--- config.mk ---
export PLATFORM = sky130hd
export DESIGN_NAME = comp_subtractor_seq_flat
export DESIGN_NICKNAME = d
export VERILOG_FILES = /design/src/rtl/comp_subtractor_seq_if.sv /design/src/rtl/comp_subtractor_seq.sv /design/src/flat_wrapper.sv
export SDC_FILE = /design/constraint.sdc
export NUM_CORES = 1
export LEC_CHECK = 0
export ABC_AREA = 0
export CORE_MARGIN = 1.5
export CORE_UTILIZATION = 55
export DETAILED_ROUTE_END_ITERATION = 8
export GPL_TIMING_DRIVEN = 1
export PLACE_DENSITY_LB_ADDON = 0.3
export SETUP_SLACK_MARGIN = 0.1
export SLEW_MARGIN = 5
export SYNTH_ARGS = -nofsm -noshare
export SYNTH_HDL_FRONTEND = slang
export SYNTH_SLANG_ARGS = --single-unit
--- constraint.sdc ---
create_clock -name clk -period 8.6 [get_ports clk]
set_input_delay 1.72 -clock clk [delete_from_list [all_inputs] [get_ports clk]]
set_output_delay 1.72 -clock clk [all_outputs]
set_load 0.01 [all_outputs]
--- src/rtl/comp_subtractor_seq_if.sv ---
// Request/result bundle for comp_subtractor_seq.
//   start/r/a/b : operation request (driven by master)
//   busy/done   : progress and one-cycle completion pulse (driven by slave)
//   y/neg/err   : signed-magnitude result and invalid-BCD flag (driven by slave)
interface comp_subtractor_seq_if #(
    parameter int unsigned NDIG = 4
);
    localparam int unsigned W = 4 * NDIG;

    logic         start;
    logic         r;
    logic [W-1:0] a;
    logic [W-1:0] b;
    logic         busy;
    logic         done;
    logic [W-1:0] y;
    logic         neg;
    logic         err;

    modport master (output start, r, a, b, input busy, done, y, neg, err);
    modport slave  (input start, r, a, b, output busy, done, y, neg, err);
endinterface

--- src/rtl/comp_subtractor_seq.sv ---
// Digit-serial complement subtractor: y = |A - B| with sign in neg.
// Adds A to the 9's (r=1, BCD) or 1's (r=0, binary) complement of B one digit
// per cycle, then either applies end-around carry (+1) or recomplements.
// Ports:
//   clk, rst_n : clock, asynchronous active-low reset
//   bus        : slave side of comp_subtractor_seq_if (start/r/a/b in,
//                busy/done/y/neg/err out, all outputs registered)
module comp_subtractor_seq #(
    parameter int unsigned NDIG = 4
) (
    input  logic                  clk,
    input  logic                  rst_n,
    comp_subtractor_seq_if.slave  bus
);
    localparam int unsigned W  = 4 * NDIG;
    localparam int unsigned IW = (NDIG > 1) ? $clog2(NDIG) : 1;

    localparam logic [1:0] S_IDLE = 2'd0;
    localparam logic [1:0] S_ADD  = 2'd1;
    localparam logic [1:0] S_FIX  = 2'd2;
    localparam logic [1:0] S_DONE = 2'd3;

    logic [1:0]    state_q, state_d;
    logic [W-1:0]  a_q, a_d, b_q, b_d, y_q, y_d;
    logic          r_q, r_d;
    logic [IW-1:0] idx_q, idx_d;
    logic          c_q, c_d;        // running digit carry
    logic          cend_q, cend_d;  // final ADD carry: 1 = positive result
    logic          busy_q, busy_d, done_q, done_d, neg_q, neg_d, err_q, err_d;

    logic [3:0] a_dig, b_dig, y_dig, comp_b, dig_new;
    logic [4:0] sum;
    logic       carry_new, last;

    // Any nibble above 9 is not a BCD digit.
    function automatic logic has_bad(input logic [W-1:0] v);
        logic bad;
        bad = 1'b0;
        for (int i = 0; i < NDIG; i++) begin
            if (v[i*4 +: 4] > 4'd9) bad = 1'b1;
        end
        return bad;
    endfunction

    // Next-state and datapath.
    always_comb begin
        state_d = state_q;
        a_d     = a_q;
        b_d     = b_q;
        y_d     = y_q;
        r_d     = r_q;
        idx_d   = idx_q;
        c_d     = c_q;
        cend_d  = cend_q;
        busy_d  = busy_q;
        done_d  = 1'b0;
        neg_d   = neg_q;
        err_d   = err_q;

        a_dig = 4'd0;
        b_dig = 4'd0;
        y_dig = 4'd0;
        for (int i = 0; i < NDIG; i++) begin
            if (idx_q == IW'(i)) begin
                a_dig = a_q[i*4 +: 4];
                b_dig = b_q[i*4 +: 4];
                y_dig = y_q[i*4 +: 4];
            end
        end
        last      = (idx_q == IW'(NDIG - 1));
        comp_b    = r_q ? (4'd9 - b_dig) : ~b_dig;
        sum       = 5'd0;
        dig_new   = 4'd0;
        carry_new = 1'b0;

        case (state_q)
            S_IDLE: begin
                if (bus.start) begin
                    a_d   = bus.a;
                    b_d   = bus.b;
                    r_d   = bus.r;
                    idx_d = '0;
                    c_d   = 1'b0;
                    y_d   = '0;
                    neg_d = 1'b0;
                    if (bus.r && (has_bad(bus.a) || has_bad(bus.b))) begin
                        err_d   = 1'b1;
                        done_d  = 1'b1;
                        state_d = S_DONE;
                    end else begin
                        err_d   = 1'b0;
                        busy_d  = 1'b1;
                        state_d = S_ADD;
                    end
                end
            end

            S_ADD: begin
                sum = {1'b0, a_dig} + {1'b0, comp_b} + {4'd0, c_q};
                if (r_q) begin
                    carry_new = (sum > 5'd9);
                    dig_new   = carry_new ? 4'(sum - 5'd10) : sum[3:0];
                end else begin
                    carry_new = sum[4];
                    dig_new   = sum[3:0];
                end
                for (int i = 0; i < NDIG; i++) begin
                    if (idx_q == IW'(i)) y_d[i*4 +: 4] = dig_new;
                end
                if (last) begin
                    cend_d  = carry_new;
                    c_d     = 1'b1;  // seeds the end-around +1
                    idx_d   = '0;
                    state_d = S_FIX;
                end else begin
                    c_d   = carry_new;
                    idx_d = idx_q + IW'(1);
                end
            end

            S_FIX: begin
                if (cend_q) begin
                    sum = {1'b0, y_dig} + {4'd0, c_q};
                    if (r_q) begin
                        carry_new = (sum > 5'd9);
                        dig_new   = carry_new ? 4'd0 : sum[3:0];
                    end else begin
                        carry_new = sum[4];
                        dig_new   = sum[3:0];
                    end
                end else begin
                    dig_new = r_q ? (4'd9 - y_dig) : ~y_dig;
                end
                for (int i = 0; i < NDIG; i++) begin
                    if (idx_q == IW'(i)) y_d[i*4 +: 4] = dig_new;
                end
                c_d = carry_new;
                if (last) begin
                    idx_d   = '0;
                    busy_d  = 1'b0;
                    done_d  = 1'b1;
                    // Equal operands recomplement to zero; never report -0.
                    neg_d   = !cend_q && (y_d != '0);
                    state_d = S_DONE;
                end else begin
                    idx_d = idx_q + IW'(1);
                end
            end

            default: begin
                state_d = S_IDLE;
            end
        endcase
    end

    // State and output registers.
    always_ff @(posedge clk or negedge rst_n) begin
        if (!rst_n) begin
            state_q <= S_IDLE;
            a_q     <= '0;
            b_q     <= '0;
            y_q     <= '0;
            r_q     <= 1'b0;
            idx_q   <= '0;
            c_q     <= 1'b0;
            cend_q  <= 1'b0;
            busy_q  <= 1'b0;
            done_q  <= 1'b0;
            neg_q   <= 1'b0;
            err_q   <= 1'b0;
        end else begin
            state_q <= state_d;
            a_q     <= a_d;
            b_q     <= b_d;
            y_q     <= y_d;
            r_q     <= r_d;
            idx_q   <= idx_d;
            c_q     <= c_d;
            cend_q  <= cend_d;
            busy_q  <= busy_d;
            done_q  <= done_d;
            neg_q   <= neg_d;
            err_q   <= err_d;
        end
    end

    assign bus.busy = busy_q;
    assign bus.done = done_q;
    assign bus.y    = y_q;
    assign bus.neg  = neg_q;
    assign bus.err  = err_q;
endmodule
--- src/flat_wrapper.sv ---
// flat-port wrapper written by rule: the top's interface ports become plain ports
module comp_subtractor_seq_flat 
#(
    parameter int unsigned NDIG = 4
)
  (clk, rst_n, bus_start, bus_r, bus_a, bus_b, bus_busy, bus_done, bus_y, bus_neg, bus_err);
  comp_subtractor_seq_if #(.NDIG(NDIG)) bus_i ();
  input  logic clk;
  input  logic rst_n;
  input wire logic [$bits(bus_i.start)-1:0] bus_start;
  input wire logic [$bits(bus_i.r)-1:0] bus_r;
  input wire logic [$bits(bus_i.a)-1:0] bus_a;
  input wire logic [$bits(bus_i.b)-1:0] bus_b;
  output wire logic [$bits(bus_i.busy)-1:0] bus_busy;
  output wire logic [$bits(bus_i.done)-1:0] bus_done;
  output wire logic [$bits(bus_i.y)-1:0] bus_y;
  output wire logic [$bits(bus_i.neg)-1:0] bus_neg;
  output wire logic [$bits(bus_i.err)-1:0] bus_err;
  assign bus_i.start = bus_start;
  assign bus_i.r = bus_r;
  assign bus_i.a = bus_a;
  assign bus_i.b = bus_b;
  assign bus_busy = bus_i.busy;
  assign bus_done = bus_i.done;
  assign bus_y = bus_i.y;
  assign bus_neg = bus_i.neg;
  assign bus_err = bus_i.err;
  comp_subtractor_seq #(.NDIG(NDIG)) u_core (.clk(clk), .rst_n(rst_n), .bus(bus_i));
endmodule
==> metrics.cfg, run 1 <==
[yosys]
synth_sequential_area_ratio_pct=38.20
ys.flop_type=dfrtp_1
async_flop_share_pct=100.0
ys_top_cells_by_area=dfrtp_1 38%, mux2_2 10%, ha_1 5.5%
synth.cell_area_sq_mm=0.003865
ys_top_cells_by_count=59 x dfrtp_1, 42 x o21ai_0, 37 x nor2_1
yosysTopAreaCell=dfrtp_1
synth-edff-count=0
yosys.cell_count.top_type=dfrtp_1
synth.top_cell.area_share_pct=38.20
synth_nets=479
yosys_warnings=0
ys_types=58
avgSynthCellArea_sq_um=9.115
synth-seq-cells=59
syn-instance-count=424

[clock_network]
cts_tree=yes
clk_pin_slew_ns=0.07
numCtsBuffers=9
clockRootBuffer=clkbuf_8
cts_resized=0
cts.sinks=59
htreeDepth=3
worstSkewPairLatency_ns=0.34
cts_setup_buffers=0
clock_path_buffers=2
hold_buffers=0

[layout]
multiInputGateArea_sq_mm=0.002215
synthToLayoutAreaGrowth_pct=20.75
fin_cells=572
final_nets=527
antennaDiodeCount=0
nFillCells=564
final_core_util_pct=68.69
design_area_sq_mm=0.004667
drive_above_1_share_pct=12.82
regArea_sq_mm=0.001476

[route]
first_iter_violations=295
vias=3622
drtAntennaViolNets=0
wire_per_inst_microns=19.34
drtPass1Iterations=5
vias_per_cell=6.332
wirelength_microns=11060
drcViolationCount=0

[timing]
hold_viol=0
setup_slack_ns=3.427
worst_pin_slew_ns=0.8473
clock.fmax_ghz=0.1933
clock_skew_ns=0.006861
setup_violations=0
rsz0062_at_grt=false
slew_headroom_pct=42.92
finalCritPeriodShare_pct=60.15
hold_ws_ns=0.4900
period_minus_slack_ns=5.173
slew_viol_final=0
finalSetupTns_ns=0

[placement]
io_buffers=55
hpwl_microns=8017
post_dp_cell_area_sq_mm=0.004466
gp_congestion=1.015
post-place-ws_ns=3.497
dp.cells=557

[global_routing]
grt_overflow_total=0
grt_use_total_pct=31.35
grt_max_degree=60
grt_pass1_wl_microns=17850
grt_pass1_vias=3541
antenna_found_initial=0

[pwr]
power_mw=2.280
ir_drop_mv=0.2321
pwr_density_cell_mw_per_mm2=488.6
power_leakage_nw=1.972

[floorplan]
initial_core_util_pct=56.89
std_cell_rows=30
core-area_sq_mm=0.006794
ios=56
die_area_sq_mm=0.007539
die_h_microns=86.83
die_w_microns=86.83

[worst_setup_path]
worst_ep_arrival_time_ns=5.40
cp-start-kind=flop
path_max_fanout=24
criticalPathCategory=reg -> reg
cp-end-kind=flop
required_ns=8.83

[run_status]
status=complete, no violations

[run]
maxCapViolCount=0

[min_path]
hold_class=reg -> reg

-- power by group --
group	leakage, nW	total [mW]	switching (mW)	internal [mW]
Sequential	0.730	0.497	0.0996	0.397
Combinational	1.14	1.52	0.910	0.608
Clock	0.0974	0.265	0.118	0.147
Total	1.97	2.28	1.13	1.15
-- layer usage --
| metal | GRT usage [%] | part of all wire, % | up-vias | wire (microns) |
|---|---|---|---|---|
| met5 | 0 | 0 | - | 0 |
| met4 | 13.05 | 3.3 | 0 | 369 |
| met3 | 6.952 | 6.0 | 34 | 662 |
| met2 | 53.00 | 50 | 157 | 5555 |
| met1 | 38.59 | 40 | 1761 | 4477 |
| li1 | - | - | 1670 | - |
-- final timing paths --
check,start,endpoint,slack [ns],cells past startpoint
worst max-delay path,u_core.idx_q[1],u_core.bus.y[13],3.43,19
worst min-delay path,u_core.bus.err,u_core.bus.err,0.49,2
worst max register to register,u_core.idx_q[1],u_core.bus.y[13],3.43,19
worst min register to register,u_core.bus.err,u_core.bus.err,0.49,2
max in group asynchronous,rst_n,u_core.a_q[15],6.60,2
min in group asynchronous,rst_n,u_core.idx_q[0],1.52,2
-- worst max-delay path: stages (launching register included) --
cell	delay, ns
dfrtp_1	0.40
inv_1	0.09
ha_1	0.66
nor2b_1	0.33
a22oi_1	0.23
nor2_1	0.06
a21oi_1	0.13
nor2_1	0.05
a21oi_1	0.21
ha_1	0.27
mux2_2	0.27
ha_1	0.33
xor2_1	0.25
inv_1	0.08
ha_1	0.21
a21o_1	0.20
o31a_1	0.25
nor3_1	0.63
o21ai_0	0.19
a22o_1	0.23
-- cells in the final DEF, fill, tap and decap left out, types with 4 or more instances in the layout --
cell             count
nor4_1               5
a21oi_1             28
xnor2_1              4
a22oi_1             12
nand3_1             10
nand2_1             29
a221o_1              5
nand4_1              5
buf_4                4
a21o_1               4
clkbuf_8            11
mux2_2              35
inv_1               20
nand2b_1             6
o31ai_1              4
nor3_1               9
dfrtp_1             59
nor2_1              37
nor2b_1              5
clkdlybuf4s50_1     54
o21ai_0             42
ha_1                17
a31oi_1              4
o22ai_1              6
-- kinds of logic after synthesis --
family / Yosys count / synth area share [%]
AO/OA/AOI/OAI: 144 / 24.54
flip-flops: 59 / 38.20
multiplexers: 37 / 10.72
AND/OR/NAND/NOR: 116 / 14.15
XOR/XNOR: 6 / 1.360
adder cells (fa/ha/maj): 19 / 6.539
buffers and inverters: 43 / 4.500
-- flip-flops by register name (all words and copies together) (netlist names) --
register,count
u_core.a_q,16
u_core.b_q,16
u_core.idx_q,2
u_core.c_q,1
u_core.cend_q,1
u_core.state_q,2
u_core.bus.busy,1
u_core.bus.y,16
u_core.bus.done,1
u_core.r_q,1
u_core.bus.neg,1
u_core.bus.err,1
-- cell type report --
type                    instances  share of cell area, %
multi-input cells             322                  47.45
flip-flops and latches         59                  31.64
repair buffers                 59                  12.33
clock buffers                  11                  3.244
well taps                      96                  2.574
inverters                      21                  1.689
clock inverters                 4                  1.072
No activity file was read; power rests on OpenSTA's default activity.
==> run 2: changes to the inputs <==
--- a/config.mk
+++ b/config.mk
@@ -7,7 +7,7 @@
 export LEC_CHECK = 0
 export ABC_AREA = 0
 export CORE_MARGIN = 1.5
-export CORE_UTILIZATION = 55
+export CORE_UTILIZATION = 50
 export DETAILED_ROUTE_END_ITERATION = 8
 export GPL_TIMING_DRIVEN = 1
 export PLACE_DENSITY_LB_ADDON = 0.3
==> constraint.sdc (replaced) <==
create_clock -name clk -period 4.3 [get_ports clk]
set_input_delay 0.86 -clock clk [delete_from_list [all_inputs] [get_ports clk]]
set_output_delay 0.86 -clock clk [all_outputs]
set_load 0.01 [all_outputs]
==> run 2 against run 1 <==
First-iteration DRC count grew 2.4%. Critical endpoint is now u_core.bus.y[6]. Global-route usage decreased by 3.6 points. Via count barely moved. Non-clock buffer count rose by 12.
==> metrics.cfg, run 2 (same netlist as run 1, synthesis figures left out) <==
[run_status]
status=complete, no violations

[clock_network]
worstSkewPairLatency_ns=0.36
numCtsBuffers=9
htreeDepth=3
cts.sinks=59
cts_tree=yes
clockRootBuffer=clkbuf_8
clk_pin_slew_ns=0.07
clock_path_buffers=2

[layout]
drive_above_1_share_pct=17.38
final_cell_mix=59 x dfrtp_1, 54 x clkdlybuf4s50_1, 41 x o21ai_0, 37 x nor2_1, 35 x mux2_2
regArea_sq_mm=0.001476
synthToLayoutAreaGrowth_pct=24.77
antennaDiodeCount=0
final_nets=539
nFillCells=605
mostFrequentLayoutCell=dfrtp_1
multiInputGateArea_sq_mm=0.002297
fin_cells=588

[route]
vias=3625
first_iter_violations=302
drcViolationCount=0
drtAntennaViolNets=0
vias_per_cell=6.165
drtPass1Iterations=7
wirelength_microns=11050
wire_per_inst_microns=18.79

[min_path]
hold_class=reg -> reg
hp-start=u_core.bus.err

[floorplan]
die_h_microns=90.92
die_w_microns=90.92
std_cell_rows=31
initial_core_util_pct=52.44
core-area_sq_mm=0.007370
die_area_sq_mm=0.008266
ios=56

[worst_setup_path]
critPathSlowestCell=fa_1
rr_startpoint=u_core.idx_q[0]
cp-end-kind=flop
crit_start=u_core.idx_q[0]
required_ns=4.54
path_buf_inv=4
worst_ep_arrival_time_ns=4.18
criticalPathCategory=reg -> reg
cp-start-kind=flop
path_cells=inv_1 > ha_1 > nor2b_4 > buf_4 > a22oi_1 > nor2_1 > a21oi_1 > o21ai_1 > fa_1 > inv_1 > fa_1 > nor3_2 > a21o_1 > o31ai_4 > a21oi_2 > a311oi_2 > buf_4 > a221o_1
slowest_delay_ns=0.47
crit_family=compound AO/OA/AOI/OAI gates
path_max_fanout=5

[timing]
clock_skew_ns=0.01173
slew_viol_final=0
hold_viol=0
setup_violations=0
finalCritPeriodShare_pct=91.74
period_minus_slack_ns=3.945
clock.fmax_ghz=0.2535
finalSetupTns_ns=0
worst_pin_slew_ns=0.7126
slew_headroom_pct=52.49
rsz0062_at_grt=false

[placement]
gp_congestion=0.9304
hpwl_microns=8228
io_buffers=55
dp.cells=571

[global_routing]
antenna_found_initial=0
grt_pass1_vias=3503
grt_overflow_total=0
grt_pass1_wl_microns=17830
grt_use_total_pct=27.71
grt_max_degree=36

[run]
maxCapViolCount=0

-- run 2: cell count changes in the layout (fill, tap and decap cells not counted), moves of 2 or more --
| cell | delta |
|---|---|
| nor3_1 | -3 |
| ha_1 | -2 |
| a21oi_2 | +3 |
| a21oi_1 | -3 |
| nor3_2 | +2 |
| buf_4 | +12 |
-- run 2: layout make-up --
cell class,count,share of cell area [%]
timing repair buffer,71,13.80
multi-input combinational,322,47.64
tap,99,2.569
inverter,21,1.635
clock buffer,12,3.217
clock inverter,4,0.5189
sequential,59,30.62
-- run 2: worst paths after layout --
check | to | slack [ns] | cells after the start
worst max-delay path | u_core.bus.y[6] | 0.36 | 18
worst min-delay path | u_core.bus.err | 0.50 | 2
worst max register to register | u_core.bus.y[6] | 0.36 | 18
worst min register to register | u_core.bus.err | 0.50 | 2
max in group asynchronous | u_core.a_q[8] | 2.91 | 2
min in group asynchronous | u_core.bus.y[10] | 0.51 | 1
-- run 2: tightest hold or removal path: stages (launching register included) --
cell	delay [ns]
dfrtp_1	0.35
nand2_1	0.05
o21ai_0	0.06
-- run 2: per-stage QoR --
stage	setup WS (ns)	hold WS (ns)	util, %	area [sq um]
after floorplan	0.1584	0.4798	-	3865
after global placement	0.2384	0.4739	61.77	4552
after detailed placement	0.03522	0.4800	61.77	4552
after CTS	0.1567	0.5001	64.38	4745
after global routing	0.1302	0.5301	65.43	4822
final	0.3550	0.4974	65.43	4822
-- run 2: per-layer routing --
metal | up-vias | GRT usage (%) | routed length (microns)
met2 | 177 | 45.02 | 5404
met3 | 24 | 6.734 | 787
met1 | 1742 | 35.27 | 4584
met5 | - | 0 | 0
met4 | 0 | 11.20 | 270
li1 | 1682 | - | -
-- run 2: timing repair --
action / 4_1_cts / 5_1_grt
hold buffers: 0 / 0
setup buffers: 0 / 1
gates resized for setup: 3 / 13
pin swaps: 0 / 1
setup endpoints to repair: 7 / 9
Power of run 2 is not shown: default switching activity piles up to over one toggle a cycle in this logic, so the estimate is an artifact.
